[src/rtl/period_meter.sv]
// Period and high-time meter for a slow asynchronous square wave, counted in Clk cycles.
// Results are registered and announced with a one-cycle Valid strobe.
module period_meter #(
  parameter int unsigned          CNT_W   = 24,
  parameter logic [CNT_W-1:0]     MAX_CNT = {CNT_W{1'b1}}
) (
  input  logic             Clk,
  input  logic             Reset,
  input  logic             Enable,
  input  logic             Sig_In,
  output logic [CNT_W-1:0] Period,
  output logic [CNT_W-1:0] High_Time,
  output logic             Valid,
  output logic             Timeout,
  output logic             Busy
);

  typedef enum logic [1:0] {
    S_IDLE = 2'd0,
    S_ARM  = 2'd1,
    S_MEAS = 2'd2
  } state_e;

  state_e           state_q, state_d;
  logic             s1_q, s2_q, s3_q;
  logic [CNT_W-1:0] cnt_q, cnt_d;
  logic [CNT_W-1:0] hcnt_q, hcnt_d;
  logic             hfrozen_q, hfrozen_d;
  logic [CNT_W-1:0] period_q, period_d;
  logic [CNT_W-1:0] high_q, high_d;
  logic             valid_q, valid_d;
  logic             timeout_q, timeout_d;
  logic             busy_q, busy_d;
  logic             rise_c, fall_c;

  // Two-flop synchroniser plus a history flop; both edges see the same latency.
  always_ff @(posedge Clk or posedge Reset) begin
    if (Reset) begin
      s1_q <= 1'b0;
      s2_q <= 1'b0;
      s3_q <= 1'b0;
    end else begin
      s1_q <= Sig_In;
      s2_q <= s1_q;
      s3_q <= s2_q;
    end
  end

  assign rise_c = s2_q & ~s3_q;
  assign fall_c = ~s2_q & s3_q;

  always_ff @(posedge Clk or posedge Reset) begin
    if (Reset) begin
      state_q   <= S_IDLE;
      cnt_q     <= '0;
      hcnt_q    <= '0;
      hfrozen_q <= 1'b0;
      period_q  <= '0;
      high_q    <= '0;
      valid_q   <= 1'b0;
      timeout_q <= 1'b0;
      busy_q    <= 1'b0;
    end else begin
      state_q   <= state_d;
      cnt_q     <= cnt_d;
      hcnt_q    <= hcnt_d;
      hfrozen_q <= hfrozen_d;
      period_q  <= period_d;
      high_q    <= high_d;
      valid_q   <= valid_d;
      timeout_q <= timeout_d;
      busy_q    <= busy_d;
    end
  end

  // Next-state: arm on enable, measure rise-to-rise, abort when cnt saturates.
  always_comb begin
    state_d   = state_q;
    cnt_d     = cnt_q;
    hcnt_d    = hcnt_q;
    hfrozen_d = hfrozen_q;
    period_d  = period_q;
    high_d    = high_q;
    valid_d   = 1'b0;
    timeout_d = timeout_q;

    if (!Enable) begin
      state_d   = S_IDLE;
      cnt_d     = '0;
      hcnt_d    = '0;
      hfrozen_d = 1'b0;
    end else begin
      case (state_q)
        S_IDLE: state_d = S_ARM;
        S_ARM: begin
          if (rise_c) begin
            cnt_d     = CNT_W'(1);
            hcnt_d    = CNT_W'(1);
            hfrozen_d = 1'b0;
            state_d   = S_MEAS;
          end
        end
        S_MEAS: begin
          if (rise_c) begin
            period_d  = cnt_q;
            high_d    = hcnt_q;
            valid_d   = 1'b1;
            timeout_d = 1'b0;
            cnt_d     = CNT_W'(1);
            hcnt_d    = CNT_W'(1);
            hfrozen_d = 1'b0;
          end else if (cnt_q == MAX_CNT) begin
            timeout_d = 1'b1;
            cnt_d     = '0;
            hcnt_d    = '0;
            hfrozen_d = 1'b0;
            state_d   = S_ARM;
          end else begin
            cnt_d = cnt_q + CNT_W'(1);
            // Freezing on the fall cycle itself keeps hcnt equal to t_fall - t_rise.
            if (fall_c) begin
              hfrozen_d = 1'b1;
            end else if (!hfrozen_q) begin
              hcnt_d = hcnt_q + CNT_W'(1);
            end
          end
        end
        default: state_d = S_IDLE;
      endcase
    end

    busy_d = (state_d != S_IDLE);
  end

  assign Period    = period_q;
  assign High_Time = high_q;
  assign Valid     = valid_q;
  assign Timeout   = timeout_q;
  assign Busy      = busy_q;

endmodule

[config.mk]
export PLATFORM = sky130hd
export DESIGN_NAME = period_meter
export DESIGN_NICKNAME = d
export VERILOG_FILES = /design/src/rtl/period_meter.sv
export SDC_FILE = /design/constraint.sdc
export NUM_CORES = 1
export LEC_CHECK = 0
export CAP_MARGIN = 40
export CORE_UTILIZATION = 35
export DETAILED_ROUTE_END_ITERATION = 10
export GPL_TIMING_DRIVEN = 0
export SLEW_MARGIN = 5
export SYNTH_ARGS = -nofsm -noshare
export SYNTH_HDL_FRONTEND = slang
export SYNTH_SLANG_ARGS = --single-unit
[constraint.sdc]
create_clock -name Clk -period 3.2 [get_ports Clk]
set_input_delay 0.64 -clock Clk [delete_from_list [all_inputs] [get_ports Clk]]
set_output_delay 0.64 -clock Clk [all_outputs]
set_load 0.02 [all_outputs]
Word level (Yosys, flattened, before mapping)
Index checks and enable logic that the tools add are counted.
- output and inout port bits: 51
- register bits after elaboration: 105
- logic and storage cells: 61
- bitwise logic cells: 4
- muxes and demuxes: 27
- $add $sub $neg: 2
- eq/ne operators: 8
- reduce and logical (&&, ||, !) cells: 8
- operator list (operator ; count):
    2-to-1 mux 24 bit ; 9
    case mux 24 bit (2 select lines) ; 2
    adder 24 x 1 -> 24 bit (second input constant) ; 2
    == test 24 bit (second input constant) ; 1
    != test 5 bit (second input constant) ; 3
    2-to-1 mux 1 bit ; 10
    AND reduction 3 bit ; 3
    2-to-1 mux 2 bit ; 4
    case mux 2 bit (3 select lines) ; 1
    AND reduction 4 bit ; 1
    nonzero test 2 bit ; 2
    != test 3 x 1 -> 1 bit (second input constant) ; 1
    != test 3 bit (second input constant) ; 1
    bitwise AND 1 bit ; 2
    == test 2 x 1 -> 1 bit (second input constant) ; 1
    == test 2 bit (second input constant) ; 1
    logical NOT 2 bit ; 1
    NOT 1 bit ; 2
    case mux 1 bit (2 select lines) ; 1
    AND reduction 2 bit ; 1

Longest topological paths before layout
Gate-level depths: netlist of the first run.
- depth in word-level cells: 7
- depth in mapped cells: 8

Worst setup path after synthesis of the first run
No wires, ideal clock.
- path type: input port to flip-flop
- from: in Enable
- to: reg high_q[10], in the netlist High_Time[10]
- cell stages on the path: 5
- arrival time: 2007 ps
- required time: 3075 ps
- slack: 1068 ps
- cell sequence: buf_2 -> inv_1 -> nor3_1 -> clkbuf_1 -> mux2_2
- cells in the longest elaborated chain, start to end: 1
- RTL lines (element ; RTL line ; RTL):
    from (decl) ; 9 ; input logic Enable,
    AND reduction 3 bit (no line) ; -- ;
    to (signal assigned) ; 69 ; high_q <= high_d;
    to (decl) ; 30 ; logic [CNT_W-1:0] high_q, high_d;
No other way between the ends.
A chain may end at the register's enable or synchronous reset.

Worst setup path in the final report of the first run
- from: reg cnt_q[0]
- to: reg hcnt_q[6]
- cells in the longest elaborated chain, start to end: 5
- RTL lines (element ; RTL line ; RTL):
    from (decl) ; 26 ; logic [CNT_W-1:0] cnt_q, cnt_d;
    from (signal assigned) ; 65 ; cnt_q <= cnt_d;
    == test 24 bit (*) ; 112 ; end else if (cnt_q == MAX_CNT) begin
    2-to-1 mux 24 bit ; 112 ;
    2-to-1 mux 24 bit ; 104 ; if (rise_c) begin
    case mux 24 bit (2 select lines) ; 93 ; case (state_q)
    2-to-1 mux 24 bit ; 87 ; if (!Enable) begin
    to (signal assigned) ; 66 ; hcnt_q <= hcnt_d;
    to (decl) ; 27 ; logic [CNT_W-1:0] hcnt_q, hcnt_d;
Every way passes the cells marked *; elsewhere a longest branch is shown, timed or not.

==> results.txt, run 1 <==
Post-synth cell types = 44
Area Overhead vs Synth = 23.4%
Static leakage = 2.49 nW
Worst-Margin Slew = 0.825 ns
CP Capture Type = flip-flop
Hold Buf Count CTS = 0
Post-Synthesis Cells = 410
Setup ws final = 0.670 ns
Die area = 13900 um2
Kind of critical path = reg2reg
Height of the chip = 118 um
Vias = 3360
Met2 WL = 4810 um
DRT Wirelength = 9780 um
Worst Skew = 0.00994 ns
Synthesized cell area = 4690 um2
Layout Cells excl Fill = 653
TritonCTS buffer count = 9
ANT cells = 0
Clock Tree Buf Depth = 2
CTS tree = built
Largest net degree at the start of global routing = 40
Final Slew Violations = 0
Antenna-violating nets left = 0
Reg clk slew, reported paths = 0.06 ns
Clk sink count = 105
Wl on met1 = 4540 um
# Max-Cap Violations = 0
Total gr overflow = 0
Initial core utilization = 36.6%
Startpoint types = flip-flop
Share of cells above drive strength 1 = 16.8%
RSZ-0062 raised after global routing = false
Clk Latency, worst-skew pair = 0.34 ns
Fin crit period = 2.53 ns
DRC violations left = 0
Setup bufs post-CTS = 0
Port Buf Inserts = 53
CORE AREA = 12800 um2
Placed cell count = 638
Async SR Flop Fraction = 100%
Site row count = 41
Worst hold margin = 0.349 ns
Data required, critical path = 3.40 ns
Final HPWL from detailed placement = 6980 um
Drt pass-1 iters = 4
Routability cong. = 0.793
Mapped Avg Cell Area = 11.4 um2
CP Max Fanout = 10
Number of global-route vias before repair = 3327
Yosys warnings = 0
F_max = 0.395 GHz
Die X = 118 um
Rel. slew slack = 44.6%
Root Buffer = clkbuf_16
Fin util = 45.2%
Setup TNS = 0 ns
Final setup violation count = 0
Most used DFF post-synth = dfrtp_1
Initial DRC count = 160
Met3 routed wirelength = 346 um
Worst vdd ir = 0.000310 V
Layout Nets = 483
Number of vias per cell = 5.15
GR Util All Layers = 15.1%
DP Worst Slack = 0.455 ns
DR WL/cell = 15.0 um
Post-synthesis sequential area ratio = 56.0%
Io pins = 55
Post-CTS sizing = 0
Seq cells post-synth = 105
Synth Net Count = 416
Outcome = complete, no violations
Period utilization = 79.1%
Number of synthesized flops with an enable pin = 0
Worst hold stages = 0
Global-route wire length before repair = 17000 um
H-tree Lvls = 3
Pwr/cell area = 433 nW/um2
Reg2Reg Depth = 7
Worst path arrival time = 2.73 ns
Worst min path class = reg2reg
Initial antenna violation count = 0
Fin. Hold Viols = 0
Top routing layer in use = met4
==> flip-flops by register name (all words and copies together), names as in the netlist <==
name       count
Valid          1
state_q        2
Timeout        1
hfrozen_q      1
High_Time     24
s1_q           1
Busy           1
s3_q           1
cnt_q         24
Period        24
s2_q           1
hcnt_q        24
==> power by group <==
group | total (mW) | leakage (nW) | internal (mW) | switching (mW)
registers | 1.35 | 1.45 | 1.34 | 0.0115
clock network | 1.03 | 0.138 | 0.586 | 0.447
logic | 0.124 | 0.897 | 0.0414 | 0.0822
total | 2.51 | 2.49 | 1.97 | 0.541
==> path summary, 6_finish.rpt <==
kind / to / slack [ns] / startpoint
worst max register to register: hcnt_q[6]$_DFFE_PP0P_ / 0.67 / cnt_q[0]$_DFFE_PP0P_
worst min-delay path: s2_q$_DFF_PP0_ / 0.35 / s1_q$_DFF_PP0_
min in group asynchronous: Busy$_DFF_PP0_ / 0.60 / Reset
worst min register to register: s2_q$_DFF_PP0_ / 0.35 / s1_q$_DFF_PP0_
worst max-delay path: hcnt_q[6]$_DFFE_PP0P_ / 0.67 / cnt_q[0]$_DFFE_PP0P_
max in group asynchronous: High_Time[16]$_DFFE_PP0P_ / 1.93 / Reset
==> critical path, cell delays in order (launching register included) <==
cell      delay, ns
dfrtp_1        0.43
ha_1           0.26
nand4_1        0.22
a311oi_4       0.42
a22o_1         0.22
clkbuf_1       0.29
clkbuf_1       0.45
a21oi_1        0.10
==> metal layers <==
metal	track usage (%)	up-vias
met1	19.8	1657
met3	3.49	11
li1	-	1618
met2	24.9	74
met5	0	-
met4	3.77	0
==> cell type report <==
cell class                      count  area, um2
Buffer                             18       80.1
Fill cell                        1231       7030
Timing Repair Buffer               56        598
Clock buffer                       13        270
Inverter                            7       30.0
Tap cell                          172        215
Sequential cell                   105       2630
Multi-Input combinational cell    280       1960
Clock inverter                      2       12.5
==> metrics by stage <==
step	area [um2]	power [mW]
final	5790	2.51
after global routing	5790	2.60
after CTS	5790	2.55
after detailed placement	5510	1.50
after global placement	5440	1.49
after floorplan	4700	1.45
==> synth_stat cells (2+ instances only) <==
library cell  count  area [um2]
a21oi_1          25         125
clkbuf_1         12        45.0
nand2_1          13        48.8
inv_1             7        26.3
or3_1            16         100
nand2b_1          3        18.8
a22o_1            5        43.8
o21ai_0          18        90.1
nor2b_1           2        12.5
nand4_1          20         125
or4_1             6        45.0
o31ai_1           5        37.5
and2_1            3        18.8
nor4_1            2        12.5
or2_2             3        18.8
and3_1            7        43.8
nor2_1           38         143
ha_1              2        25.0
a31oi_1           2        12.5
and4_1            2        17.5
xnor2_1           6        52.6
nand3_1          19        95.1
buf_2             4        20.0
dfrtp_1         105        2630
xor2_1           16         140
mux2_2           48         541
nor3_1            4        20.0
==> kinds of logic (layout without fill, tap and decap cells) <==
kind of cell	Yosys count	after routing	synth area share, %
AO/OA/AOI/OAI	64	64	8.80
XOR/XNOR	22	22	4.11
adder cells (fa/ha/maj)	2	2	0.533
buffers and inverters	25	96	2.27
flip-flops	105	105	56.0
multiplexers	48	48	11.5
AND/OR/NAND/NOR	144	144	16.8
==> placed cells by master, fill, tap and decap left out, types with 3 or more instances in the layout <==
cell type        instances
a21oi_1                 25
a22o_1                   5
and2_1                   3
and3_1                   7
buf_2                    4
clkbuf_1                13
clkbuf_16                9
clkbuf_8                 3
clkdlybuf4s50_1         53
dfrtp_1                105
inv_1                    6
mux2_2                  48
nand2_1                 13
nand2b_1                 3
nand3_1                 19
nand4_1                 20
nor2_1                  38
nor3_1                   4
o21ai_0                 18
o31ai_1                  5
or2_2                    3
or3_1                   16
or4_1                    6
xnor2_1                  6
xor2_1                  16
No activity file was read; power rests on OpenSTA's default activity.
==> inputs of run 2 (changes only) <==
==> constraint.sdc (replaced) <==
create_clock -name Clk -period 2 [get_ports Clk]
set_input_delay 0.4 -clock Clk [delete_from_list [all_inputs] [get_ports Clk]]
set_output_delay 0.4 -clock Clk [all_outputs]
set_load 0.02 [all_outputs]
==> run 2 against run 1 <==
The run now ends with negative setup slack left. Worst setup slack got worse by 0.71 ns. Final area rose by 8.3%. Global-route usage rose by 0.41 points. Core utilization rose by 3.7 points. Critical endpoint is now hcnt_q[14]$_DFFE_PP0P_. Sequential power grew 60%. Register-to-register slack got worse by 0.71 ns. Critical path depth stayed put. Largest cell class unchanged. Power is 61% higher. Clock skew rose by 0.0027 ns.
==> results.txt, run 2 (synthesis results as in run 1) <==
Outcome = finished, violations left
Failing checks = negative setup slack
Total gr overflow = 0
Crit path max-delay cell type = or4_1
CTS tree = built
Clk sink count = 105
Global-route wire length before repair = 17500 um
Worst-Margin Slew = 0.574 ns
Commonest non-fill, non-tap cell in the layout = dfrtp_1
ANT cells = 0
Pwr/cell area = 645 nW/um2
Worst Skew = 0.0126 ns
Die X = 118 um
Final HPWL from detailed placement = 6930 um
Die area = 13900 um2
Site row count = 41
DP Worst Slack = -0.546 ns
TritonCTS buffer count = 9
Most frequent cells in the layout = dfrtp_1, clkdlybuf4s50_1, mux2_2
DRT Wirelength = 10300 um
Filler Cell Count = 1157
Initial core utilization = 36.6%
Kind of critical path = reg2reg
Io pins = 55
Worst stage delay on the critical path = 0.48 ns
Area Overhead vs Synth = 33.7%
RSZ-0062 raised after global routing = true
Final setup violation count = 2
CP Capture Type = flip-flop
Setup TNS = -0.0617 ns
Initial antenna violation count = 0
Most used cell along the critical path = buf_6
Largest net degree at the start of global routing = 37
Fin. Hold Viols = 0
Root Buffer = clkbuf_16
DR WL/cell = 15.1 um
Worst path arrival time = 2.31 ns
Fin crit period = 2.04 ns
Number of vias per cell = 5.18
Clock Tree Buf Depth = 2
Reg clk slew, reported paths = 0.07 ns
CP Max Fanout = 6
Static leakage = 2.72 nW
Top delay family on crit path = simple AND/OR/NAND/NOR gates
CP Cell Sequence = nand4bb_1 -> buf_6 -> a311oi_4 -> a22oi_2 -> buf_6 -> or4_1 -> a21oi_1
Hold Buf Count CTS = 0
Period utilization = 102%
Worst min path class = reg2reg
Initial DRC count = 180
Worst vdd ir = 0.000351 V
Antenna-violating nets left = 0
GR Util All Layers = 15.5%
Routability cong. = 0.791
Layout Nets = 514
Drt pass-1 iters = 5
CORE AREA = 12800 um2
Data required, critical path = 2.27 ns
DRC violations left = 0
Port Buf Inserts = 53
Number of buffers and inverters on the critical path = 2
Startpoint types = flip-flop
Final Slew Violations = 0
Rel. slew slack = 61.7%
H-tree Lvls = 3
Vias = 3547
# Max-Cap Violations = 0
Share of cells above drive strength 1 = 31.4%
Number of global-route vias before repair = 3556
Setup ws final = -0.0436 ns
F_max = 0.489 GHz
Height of the chip = 118 um
Clk Latency, worst-skew pair = 0.34 ns
==> run 2: final cells by class <==
| type | count | area (um2) | area share [%] |
|---|---|---|---|
| clock inverters | 3 | 25.0 | 0.399 |
| plain buffers | 17 | 128 | 2.03 |
| clock buffers | 13 | 250 | 3.99 |
| repair buffers | 88 | 836 | 13.3 |
| well taps | 172 | 215 | 3.43 |
| multi-input cells | 280 | 2140 | 34.2 |
| inverters | 7 | 30.0 | 0.479 |
| flip-flops and latches | 105 | 2650 | 42.2 |
==> run 2: path summary, 6_finish.rpt <==
check,end,from,cells past startpoint,slack [ns]
max in group asynchronous,cnt_q[12]$_DFFE_PP0P_,Reset,4,0.90
max reg2reg,hcnt_q[14]$_DFFE_PP0P_,s3_q$_DFF_PP0_,7,-0.04
min in group asynchronous,High_Time[4]$_DFFE_PP0P_,Reset,2,0.37
min reg2reg,s2_q$_DFF_PP0_,s1_q$_DFF_PP0_,0,0.35
max,hcnt_q[14]$_DFFE_PP0P_,s3_q$_DFF_PP0_,7,-0.04
min,s2_q$_DFF_PP0_,s1_q$_DFF_PP0_,0,0.35
==> run 2: worst reg2reg max path: stages, from the launching register on <==
cell and delay, ns:
dfrtp_1 0.42, nand4bb_1 0.20, buf_6 0.16, a311oi_4 0.27
a22oi_2 0.14, buf_6 0.16, or4_1 0.48, a21oi_1 0.14
==> run 2: power breakdown <==
part / switching [mW] / internal, mW / total, mW / leakage (nW)
sequential: 0.0172 / 2.14 / 2.16 / 1.43
combinational: 0.151 / 0.100 / 0.252 / 1.16
clock: 0.750 / 0.887 / 1.64 / 0.130
total: 0.919 / 3.13 / 4.05 / 2.72
==> run 2: metrics by stage <==
stage          total power, mW  hold slack, ns  utilization, %  cell area, um2  instances
2_1_floorplan             2.32           0.331               -            4700        410
3_3_place_gp              2.38           0.337            42.4            5440        635
3_5_place_dp              2.40           0.340            42.9            5500        638
4_1_cts                   4.08           0.355            47.3            6070        672
5_1_grt                   4.19           0.364            48.9            6270        685
6_report                  4.05           0.351            48.9            6270        685
==> run 2: per-layer routing <==
layer	vias to the layer above	wire length, um	GRT usage (%)
met5	-	0	0
met3	7	240	3.05
met4	0	70	3.69
met1	1800	4730	19.9
li1	1678	-	-
met2	62	5300	26.6
==> run 2: timing repair <==
item,in CTS,in global routing
gates resized for setup,42,40
setup endpoints to repair,98,96
cloned,1,0
pin swaps,15,21
setup buffers,18,14
hold endpoints to repair,0,0
